File: src/rtl/abs_pkg.sv
// Shared definitions for the ABS brake-valve sequencer: state encoding and default tuning constants.
package abs_pkg;

   typedef enum logic [1:0] {
      IDLE    = 2'd0,
      APPLY   = 2'd1,
      RELEASE = 2'd2,
      HOLD    = 2'd3
   } abs_state_t;

   localparam int ABS_SLIP_PCT    = 20;
   localparam int ABS_MIN_SPEED   = 5;
   localparam int ABS_RELEASE_CYC = 4;
   localparam int ABS_HOLD_CYC    = 3;

   function automatic int absMax(input int a, input int b);
      return (a > b) ? a : b;
   endfunction

endpackage

File: src/rtl/abs_slip_detector.sv
// Combinational wheel-lock detector: slip when the wheel trails the vehicle by at least SLIP_PCT percent.
module abs_slip_detector #(
   parameter int SLIP_PCT = abs_pkg::ABS_SLIP_PCT
) (
   input  logic [7:0] wheel_speed,
   input  logic [7:0] vehicle_speed,
   output logic       slip
);

   logic [7:0]  w_diff;
   logic [14:0] w_diffScaled;
   logic [14:0] w_refScaled;

   // Cross-multiplied percentage compare keeps it division-free; 255*100 still fits in 15 bits.
   assign w_diff       = vehicle_speed - wheel_speed;
   assign w_diffScaled = {7'd0, w_diff} * 15'd100;
   assign w_refScaled  = {7'd0, vehicle_speed} * 15'(SLIP_PCT);

   assign slip = (vehicle_speed > wheel_speed) && (w_diffScaled >= w_refScaled);

endmodule

File: src/rtl/abs_modulation_sequencer.sv
// ABS valve sequencer: arbitrates brake requests against wheel slip and cycles APPLY/RELEASE/HOLD.
module abs_modulation_sequencer
   import abs_pkg::*;
#(
   parameter int SLIP_PCT    = ABS_SLIP_PCT,
   parameter int MIN_SPEED   = ABS_MIN_SPEED,
   parameter int RELEASE_CYC = ABS_RELEASE_CYC,
   parameter int HOLD_CYC    = ABS_HOLD_CYC
) (
   input  logic       clk,
   input  logic       rst,
   input  logic       brake_pedal,
   input  logic       Object_detected,
   input  logic [7:0] wheel_speed,
   input  logic [7:0] vehicle_speed,
   output logic       brake_signal,
   output logic       release_valve,
   output logic       abs_active,
   output logic [7:0] mod_count
);

   localparam int CNT_W = $clog2(absMax(RELEASE_CYC, HOLD_CYC)) + 1;
   localparam logic [CNT_W-1:0] REL_LOAD  = CNT_W'(RELEASE_CYC - 1);
   localparam logic [CNT_W-1:0] HOLD_LOAD = CNT_W'(HOLD_CYC - 1);
   localparam logic [7:0]       MIN_SPD_V = 8'(MIN_SPEED);

   abs_state_t       r_state;
   abs_state_t       w_nextState;
   logic [CNT_W-1:0] r_cnt;
   logic [CNT_W-1:0] w_nextCnt;
   logic [7:0]       r_modCount;
   logic [7:0]       w_nextModCount;
   logic [7:0]       w_modCountInc;
   logic             w_req;
   logic             w_slip;
   logic             w_modOk;
   logic             w_startRelease;

   abs_slip_detector #(
      .SLIP_PCT(SLIP_PCT)
   ) u_slip (
      .wheel_speed  (wheel_speed),
      .vehicle_speed(vehicle_speed),
      .slip         (w_slip)
   );

   assign w_req          = brake_pedal | Object_detected;
   assign w_modOk        = vehicle_speed > MIN_SPD_V;
   assign w_startRelease = w_slip & w_modOk;
   assign w_modCountInc  = (r_modCount == 8'hFF) ? r_modCount : r_modCount + 8'd1;

   always_ff @(posedge clk) begin
      if (!rst) begin
         r_state    <= IDLE;
         r_cnt      <= '0;
         r_modCount <= '0;
      end else begin
         r_state    <= w_nextState;
         r_cnt      <= w_nextCnt;
         r_modCount <= w_nextModCount;
      end
   end

   // Dropping the request overrides every phase, so that check sits ahead of the state decode.
   always_comb begin
      w_nextState    = r_state;
      w_nextCnt      = r_cnt;
      w_nextModCount = r_modCount;
      if (!w_req) begin
         w_nextState = IDLE;
         w_nextCnt   = '0;
      end else begin
         case (r_state)
            IDLE: begin
               w_nextState    = APPLY;
               w_nextModCount = '0;
            end
            APPLY: begin
               if (w_startRelease) begin
                  w_nextState    = RELEASE;
                  w_nextCnt      = REL_LOAD;
                  w_nextModCount = w_modCountInc;
               end
            end
            RELEASE: begin
               if (r_cnt != '0) begin
                  w_nextCnt = r_cnt - 1'b1;
               end else begin
                  w_nextState = HOLD;
                  w_nextCnt   = HOLD_LOAD;
               end
            end
            HOLD: begin
               if (r_cnt != '0) begin
                  w_nextCnt = r_cnt - 1'b1;
               end else if (w_startRelease) begin
                  w_nextState    = RELEASE;
                  w_nextCnt      = REL_LOAD;
                  w_nextModCount = w_modCountInc;
               end else begin
                  w_nextState = APPLY;
               end
            end
            default: begin
               w_nextState = IDLE;
               w_nextCnt   = '0;
            end
         endcase
      end
   end

   assign brake_signal  = (r_state == APPLY);
   assign release_valve = (r_state == RELEASE);
   assign abs_active    = (r_state == RELEASE) || (r_state == HOLD);
   assign mod_count     = r_modCount;

   // Apply and dump valves fighting each other would vent the circuit.
   assert property (@(posedge clk) disable iff (!rst) !(brake_signal && release_valve));

endmodule
File: config.mk
export PLATFORM = sky130hd
export DESIGN_NAME = abs_modulation_sequencer
export DESIGN_NICKNAME = d
export VERILOG_FILES = /design/src/rtl/abs_pkg.sv /design/src/rtl/abs_slip_detector.sv /design/src/rtl/abs_modulation_sequencer.sv
export SDC_FILE = /design/constraint.sdc
export NUM_CORES = 1
export LEC_CHECK = 0
export ABC_AREA = 1
export BUFFER_PORTS_ARGS = -buffer_cell sky130_fd_sc_hd__buf_2
export CORE_ASPECT_RATIO = 0.8
export CORE_MARGIN = 4
export CORE_UTILIZATION = 25
export CTS_CLUSTER_DIAMETER = 150
export DETAILED_ROUTE_END_ITERATION = 8
export GPL_TIMING_DRIVEN = 0
export PLACE_DENSITY_LB_ADDON = 0.2
export SKIP_LAST_GASP = 1
export SLEW_MARGIN = 20
export SYNTH_ARGS = -nofsm -noshare
export SYNTH_HDL_FRONTEND = slang
export SYNTH_HIERARCHICAL = 1
export SYNTH_SLANG_ARGS = --single-unit
File: constraint.sdc
create_clock -name clk -period 4.9 [get_ports clk]
set_input_delay 0.49 -clock clk [delete_from_list [all_inputs] [get_ports clk]]
set_output_delay 0.49 -clock clk [all_outputs]
set_load 0.05 [all_outputs]
==> results of run 1 <==
-- flip-flops by register name, indices dropped and copies added, names as in the netlist --
name	flops
r_state	2
mod_count	8
r_cnt	3
-- cell type report --
cell class	instances	area (µm²)
Fill cell	1078	6470
Timing Repair Buffer	41	245
Clock buffer	4	78.8
Tap cell	136	170
Buffer	1	3.75
Sequential cell	13	260
Multi-Input combinational cell	286	2310
Inverter	61	235
-- critical path, delay by kind of cell --
kind | cells | cell delay [ns]
fa+ha+maj | 7 | 2.10
simple gates | 13 | 1.03
buf+inv | 7 | 0.56
compound gates | 4 | 0.45
xor+xnor | 2 | 0.28
-- Yosys cell counts, types with 2 or more instances --
library cell / count
nand3_1: 26
nor2_2: 2
nand2_2: 9
xnor2_1: 8
nor2_4: 2
o21bai_1: 4
ha_1: 62
nand2_1: 75
nor2_1: 21
a21o_1: 3
inv_1: 58
o21ai_0: 8
nand2_4: 5
dfxtp_1: 13
a31oi_1: 2
fa_1: 4
a21oi_1: 31
nor3_1: 3
xor2_1: 10
nand4_1: 3
-- timing repair --
item,4_1_cts,5_1_grt
buffers inserted,4,7
resized for setup,28,31
pin swaps,19,32
endpoints found under the setup margin,13,13
-- through the flow --
step | TNS [ns] | hold WS, ns | area (µm²) | util
finish | 0 | 0.508 | 3300 | 0.338
global route | -1.59 | 0.523 | 3300 | 0.338
CTS | 0 | 0.505 | 3110 | 0.319
detailed placement | -10.39 | 0.499 | 2860 | 0.293
global placement | -10.56 | 0.496 | 2860 | 0.293
floorplan | 0 | 0.503 | 2540 | -
-- power groups by stage --
stage / clock, W / sequential [W] / combinational (W)
4_1_cts: 0.000160 / 0.000128 / 0.00115
6_report: 0.000154 / 0.000129 / 0.00129
5_1_grt: 0.000167 / 0.000131 / 0.00149
3_5_place_dp: 0 / 0.000130 / 0.00103
2_1_floorplan: 0 / 0.000135 / 0.000815
3_3_place_gp: 0 / 0.000130 / 0.00102
-- layer usage --
metal,share of wire,GRT usage,routed length [µm],up-vias
met2,0.41,0.149,2490,36
li1,-,-,-,1273
met4,0,0.00523,0,0
met1,0.55,0.164,3360,1041
met5,0,0,0,-
met3,0.036,0.0145,218,0
-- cells by family (layout without fill, tap and decap cells) --
kind of cell / Yosys count / after routing / share of synthesized area
compound gates: 49 / 49 / 0.106
xor+xnor: 18 / 18 / 0.0621
fa+ha+maj: 66 / 66 / 0.337
buf+inv: 62 / 107 / 0.0922
flops: 13 / 13 / 0.103
simple gates: 153 / 153 / 0.300
-- path summary, 6_finish.rpt --
| check | start | end | slack [ns] | cells past startpoint |
|---|---|---|---|---|
| setup / recovery | vehicle_speed[0] | mod_count[4] | 0.11 | 33 |
| hold / removal | mod_count[3] | mod_count[3] | 0.51 | 2 |
| setup reg to reg | mod_count[0] | mod_count[0] | 3.40 | 8 |
| hold reg to reg | mod_count[3] | mod_count[3] | 0.51 | 2 |
==> impl_metrics.json, run 1 <==
{
  "critPathSlowestCell": "fa_2",
  "final_layout_size_suffix_gt1_frac": 0.286,
  "critPathMostFrequentCell": "ha_4",
  "insertion_delay_ns": 0.24,
  "drt-vias-per-instance": 4.34,
  "avgRoutedWirePerCell_um": 11.2,
  "design.final.nets": 493,
  "clockBufferDepth": 2,
  "timing.hold.worst.class": "flip-flop to flip-flop",
  "synth_nets": 447,
  "place_hpwl_mm": 5.00,
  "power_frac_comb": 0.820,
  "syn-mean-instance-area_um2": 7.03,
  "clock_sink_count": 13,
  "num_antenna_cells": 0,
  "synth_seq_cells": 13,
  "end_kind": "flip-flop",
  "f_max_mhz": 209,
  "synth_top_cell_area_share": 0.306,
  "fin_crit_sh": 0.978,
  "synth_cell_type_count": 32,
  "portBuffers": 30,
  "core_region_area_um2": 9770,
  "number_of_global_route_vias_before_repair": 2136,
  "cp_data_arrival_time_ns": 4.91,
  "place.detailed.instances": 527,
  "num_vias": 2350,
  "cts_hold_buffers": 0,
  "worst-slew-pin-transition_ns": 0.389,
  "hold_violations": 0,
  "yosys_warnings": 6,
  "sw_frac_of_total": 0.497,
  "synth_async_sr_flop_share": 0,
  "netlist_area_um2": 2540,
  "leakage_component_of_the_power_nw": 1.68,
  "worst_setup_slack_post_dpl_ns": -0.886,
  "cts_root_buf": "clkbuf_16",
  "fp.dieW_um": 121,
  "tritoncts": "built",
  "worst_ep_required_time_ns": 5.02,
  "ys_dominant_reg_cell": "dfxtp_1",
  "yosysSeqAreaShare": 0.103,
  "slew-limit-headroom": 0.740,
  "fin_ws_ns": 0.109,
  "grt_start_max_net_pins": 11,
  "detail-route-antenna-nets": 0,
  "setup_viol": 0,
  "final_wl_mm": 6.07,
  "grt_antenna_before_repair": 0,
  "clock_pin_slew_on_the_worst_setup_and_hold_paths_ns": 0.05,
  "route.detailed.drc": 0,
  "initial_core_util": 0.260,
  "worst_ir_drop_vdd_v": 0.000183,
  "status": "complete, no violations",
  "grt_setup_unrepaired": "true",
  "placementRows": 32,
  "h-tree-depth": 1,
  "maxSlewViolCount": 0,
  "finalPower_w": 0.00158,
  "die_y_um": 98.1,
  "max_cap_viol_count": 0,
  "final_common_cell": "nand2_1",
  "synth_top_area_cell": "ha_1",
  "final_worst_path_period_need_ns": 4.79,
  "post_synth_inst_count": 361,
  "final_cell_count_no_fill": 542,
  "critical_path_peak_fanout": 8,
  "skew_ns": 0.00160,
  "p_clk_frac": 0.098,
  "timing.critical_path.slowest_cell_delay_ns": 0.57,
  "top_level_ports": 31,
  "edff_count_synth": 0,
  "share_seq_of_total_power": 0.082,
  "drt_iter0_markers": 85,
  "globalRouteOverflowTotal": 0,
  "power_per_cell_area_nw_per_um2": 477,
  "tritoncts.num_buffers": 3,
  "netSwitchingPower_w": 0.000783,
  "ys_top_cells_by_area": "ha_1, nand2_1, dfxtp_1",
  "p_int_w": 0.000793,
  "globalRouteTotalUtil": 0.102,
  "design.die.area_um2": 11800,
  "layout_common_cells": "nand2_1, inv_1, ha_1, buf_2",
  "gpl.final_weighted_congestion": 0.753,
  "worst_setup_path_category": "primary input to flip-flop",
  "area_growth_pct": 30.0,
  "first_pass_iters": 5,
  "grt_first_pass_wirelength_mm": 10.1,
  "startpoint_type": "primary input"
}
Note: power is estimated with default switching activity, not from simulation.
==> run 2, diff against run 1 <==
--- a/config.mk
+++ b/config.mk
@@ -9,7 +9,7 @@
 export BUFFER_PORTS_ARGS = -buffer_cell sky130_fd_sc_hd__buf_2
 export CORE_ASPECT_RATIO = 0.8
 export CORE_MARGIN = 4
-export CORE_UTILIZATION = 25
+export CORE_UTILIZATION = 54
 export CTS_CLUSTER_DIAMETER = 150
 export DETAILED_ROUTE_END_ITERATION = 8
 export GPL_TIMING_DRIVEN = 0
==> run 2 against run 1 <==
Via count is 3.0% higher; flip-flop and latch count did not move; critical path depth did not move; register-to-register slack worse by 0.03 ns; maximum frequency is 1.3% lower; count of clock-buffer cells in the layout unchanged; clock power is 36% lower; combinational power about the same; die area decreased by 50%; global-route usage increased by 9.5 points; hold slack worse by 0.015 ns; final cell count decreased by 15%; critical path type unchanged; largest cell class unchanged.
==> impl_metrics.json, run 2 (synthesis gave the netlist of run 1 again) <==
{
  "fp.dieW_um": 84.7,
  "detail-route-antenna-nets": 0,
  "portBuffers": 30,
  "footprint_of_the_multi_input_gates_um2": 2280,
  "cp_top_family": "adder cells",
  "worst_setup_path_category": "primary input to flip-flop",
  "die_y_um": 69.3,
  "globalRouteOverflowTotal": 0,
  "top_level_ports": 31,
  "critPathBufInv": 4,
  "tritoncts": "built",
  "p_int_w": 0.000718,
  "insertion_delay_ns": 0.25,
  "design.final.nets": 490,
  "route.detailed.drc": 0,
  "largest_reg_flops": 8,
  "avgRoutedWirePerCell_um": 12.7,
  "num_vias": 2421,
  "leakage_component_of_the_power_nw": 1.65,
  "worstSetupPathDepth": 33,
  "clock_pin_slew_on_the_worst_setup_and_hold_paths_ns": 0.06,
  "placementRows": 22,
  "grt_antenna_before_repair": 0,
  "design.die.area_um2": 5870,
  "share_seq_of_total_power": 0.086,
  "first_pass_iters": 4,
  "final_worst_path_period_need_ns": 4.85,
  "critical_path_peak_fanout": 8,
  "globalRouteTotalUtil": 0.197,
  "cts_hold_buffers": 0,
  "startpoint_type": "primary input",
  "holdPathStages": 2,
  "worst-slew-pin-transition_ns": 0.380,
  "tritoncts.num_buffers": 3,
  "worst_ir_drop_vdd_v": 0.000254,
  "max_cap_viol_count": 0,
  "clockBufferDepth": 2,
  "p_clk_frac": 0.066,
  "power_per_cell_area_nw_per_um2": 480,
  "layout_common_cells": "nand2_1, inv_1, ha_1, buf_2, nand3_1",
  "netSwitchingPower_w": 0.000777,
  "placed_cell_area_um2": 2760,
  "final_common_cell": "nand2_1",
  "fin_crit_sh": 0.990,
  "initial_core_util": 0.556,
  "skew_ns": 0.00446,
  "grt_setup_unrepaired": "true",
  "grt_start_max_net_pins": 11,
  "num_antenna_cells": 0,
  "gpl.final_weighted_congestion": 0.782,
  "timing.hold.worst.class": "flip-flop to flip-flop",
  "power_frac_comb": 0.849,
  "drt_iter0_markers": 134,
  "status": "complete, no violations",
  "drt-vias-per-instance": 5.23,
  "final_layout_size_suffix_gt1_frac": 0.263,
  "setup_viol": 0,
  "end_kind": "flip-flop",
  "sw_frac_of_total": 0.520,
  "number_of_global_route_vias_before_repair": 2269,
  "area_growth_pct": 22.7,
  "seqCellArea_um2": 260,
  "worst_reg_to_reg_cells": 8,
  "hold_violations": 0,
  "core_region_area_um2": 4570,
  "cts_root_buf": "clkbuf_8",
  "worst_ep_required_time_ns": 5.03,
  "place_hpwl_mm": 4.49,
  "timing.critical_path.slowest_cell_delay_ns": 0.56,
  "cp_data_arrival_time_ns": 4.99,
  "critPathSlowestCell": "fa_1",
  "h-tree-depth": 1,
  "hold-worst-slack_ns": 0.492,
  "fillCellCount": 402,
  "grt_first_pass_wirelength_mm": 9.82,
  "slew-limit-headroom": 0.746,
  "f_max_mhz": 206,
  "final_wl_mm": 5.90,
  "maxSlewViolCount": 0,
  "clock_sink_count": 13,
  "final_cell_area_um2": 3120
}
run 2: cell types whose count changed in the layout (fill, tap and decap cells not counted), sizes merged:
cell / previous run / this run
buf: 41 / 38
run 2: per-stage QoR:
stage                     instances  worst slack (ns)  setup TNS [ns]   util  power [W]
final                           463            0.0469               0  0.682    0.00150
after global routing            463            -0.144           -1.08  0.682    0.00165
after CTS                       460           0.00611               0  0.645    0.00138
after detailed placement        451            -0.715           -8.15  0.605    0.00115
after global placement          451            -0.674           -7.75  0.605    0.00112
after floorplan                 361           0.00362               0      -   0.000950
run 2: final cells by class:
cell class                 count  area share
timing repair buffer          38      0.0715
buffer                         1     0.00120
multi-input combinational    286       0.731
clock buffer                   4      0.0145
tap                           60      0.0241
inverter                      61      0.0747
sequential                    13      0.0835
run 2: worst paths after layout:
kind / from / slack [ns] / endpoint
setup / recovery: vehicle_speed[0] / 0.05 / mod_count[5]
hold / removal: mod_count[3] / 0.49 / mod_count[3]
setup reg to reg: mod_count[0] / 3.37 / mod_count[0]
hold reg to reg: mod_count[3] / 0.49 / mod_count[3]
run 2: power by group through the flow:
stage | sequential [W] | clock [W] | combinational [W]
2_1_floorplan | 0.000135 | 0 | 0.000815
3_3_place_gp | 0.000129 | 0 | 0.000987
3_5_place_dp | 0.000130 | 0 | 0.00102
4_1_cts | 0.000128 | 0.000103 | 0.00115
5_1_grt | 0.000130 | 0.000108 | 0.00141
6_report | 0.000128 | 0.0000982 | 0.00127
run 2: metal layers:
| metal | track usage | routed length, µm |
|---|---|---|
| met5 | 0 | 0 |
| met4 | 0.0228 | 40 |
| met3 | 0.0344 | 237 |
| met2 | 0.325 | 2720 |
| met1 | 0.276 | 2890 |
run 2: timing repair:
| action | 4_1_cts | 5_1_grt |
|---|---|---|
| buffers inserted | 5 | 3 |
| pin swaps | 26 | 24 |
| endpoints found under the setup margin | 13 | 13 |
| endpoints found under the hold margin | 0 | 0 |
| resized for setup | 23 | 28 |
| cloned | 0 | 0 |
run 2: worst min-delay path: cells and delay by family (launching register included):
kind	cells	cell delay (ns)
AO/OA/AOI/OAI	1	0.05
AND/OR/NAND/NOR	1	0.06
flip-flops	1	0.33
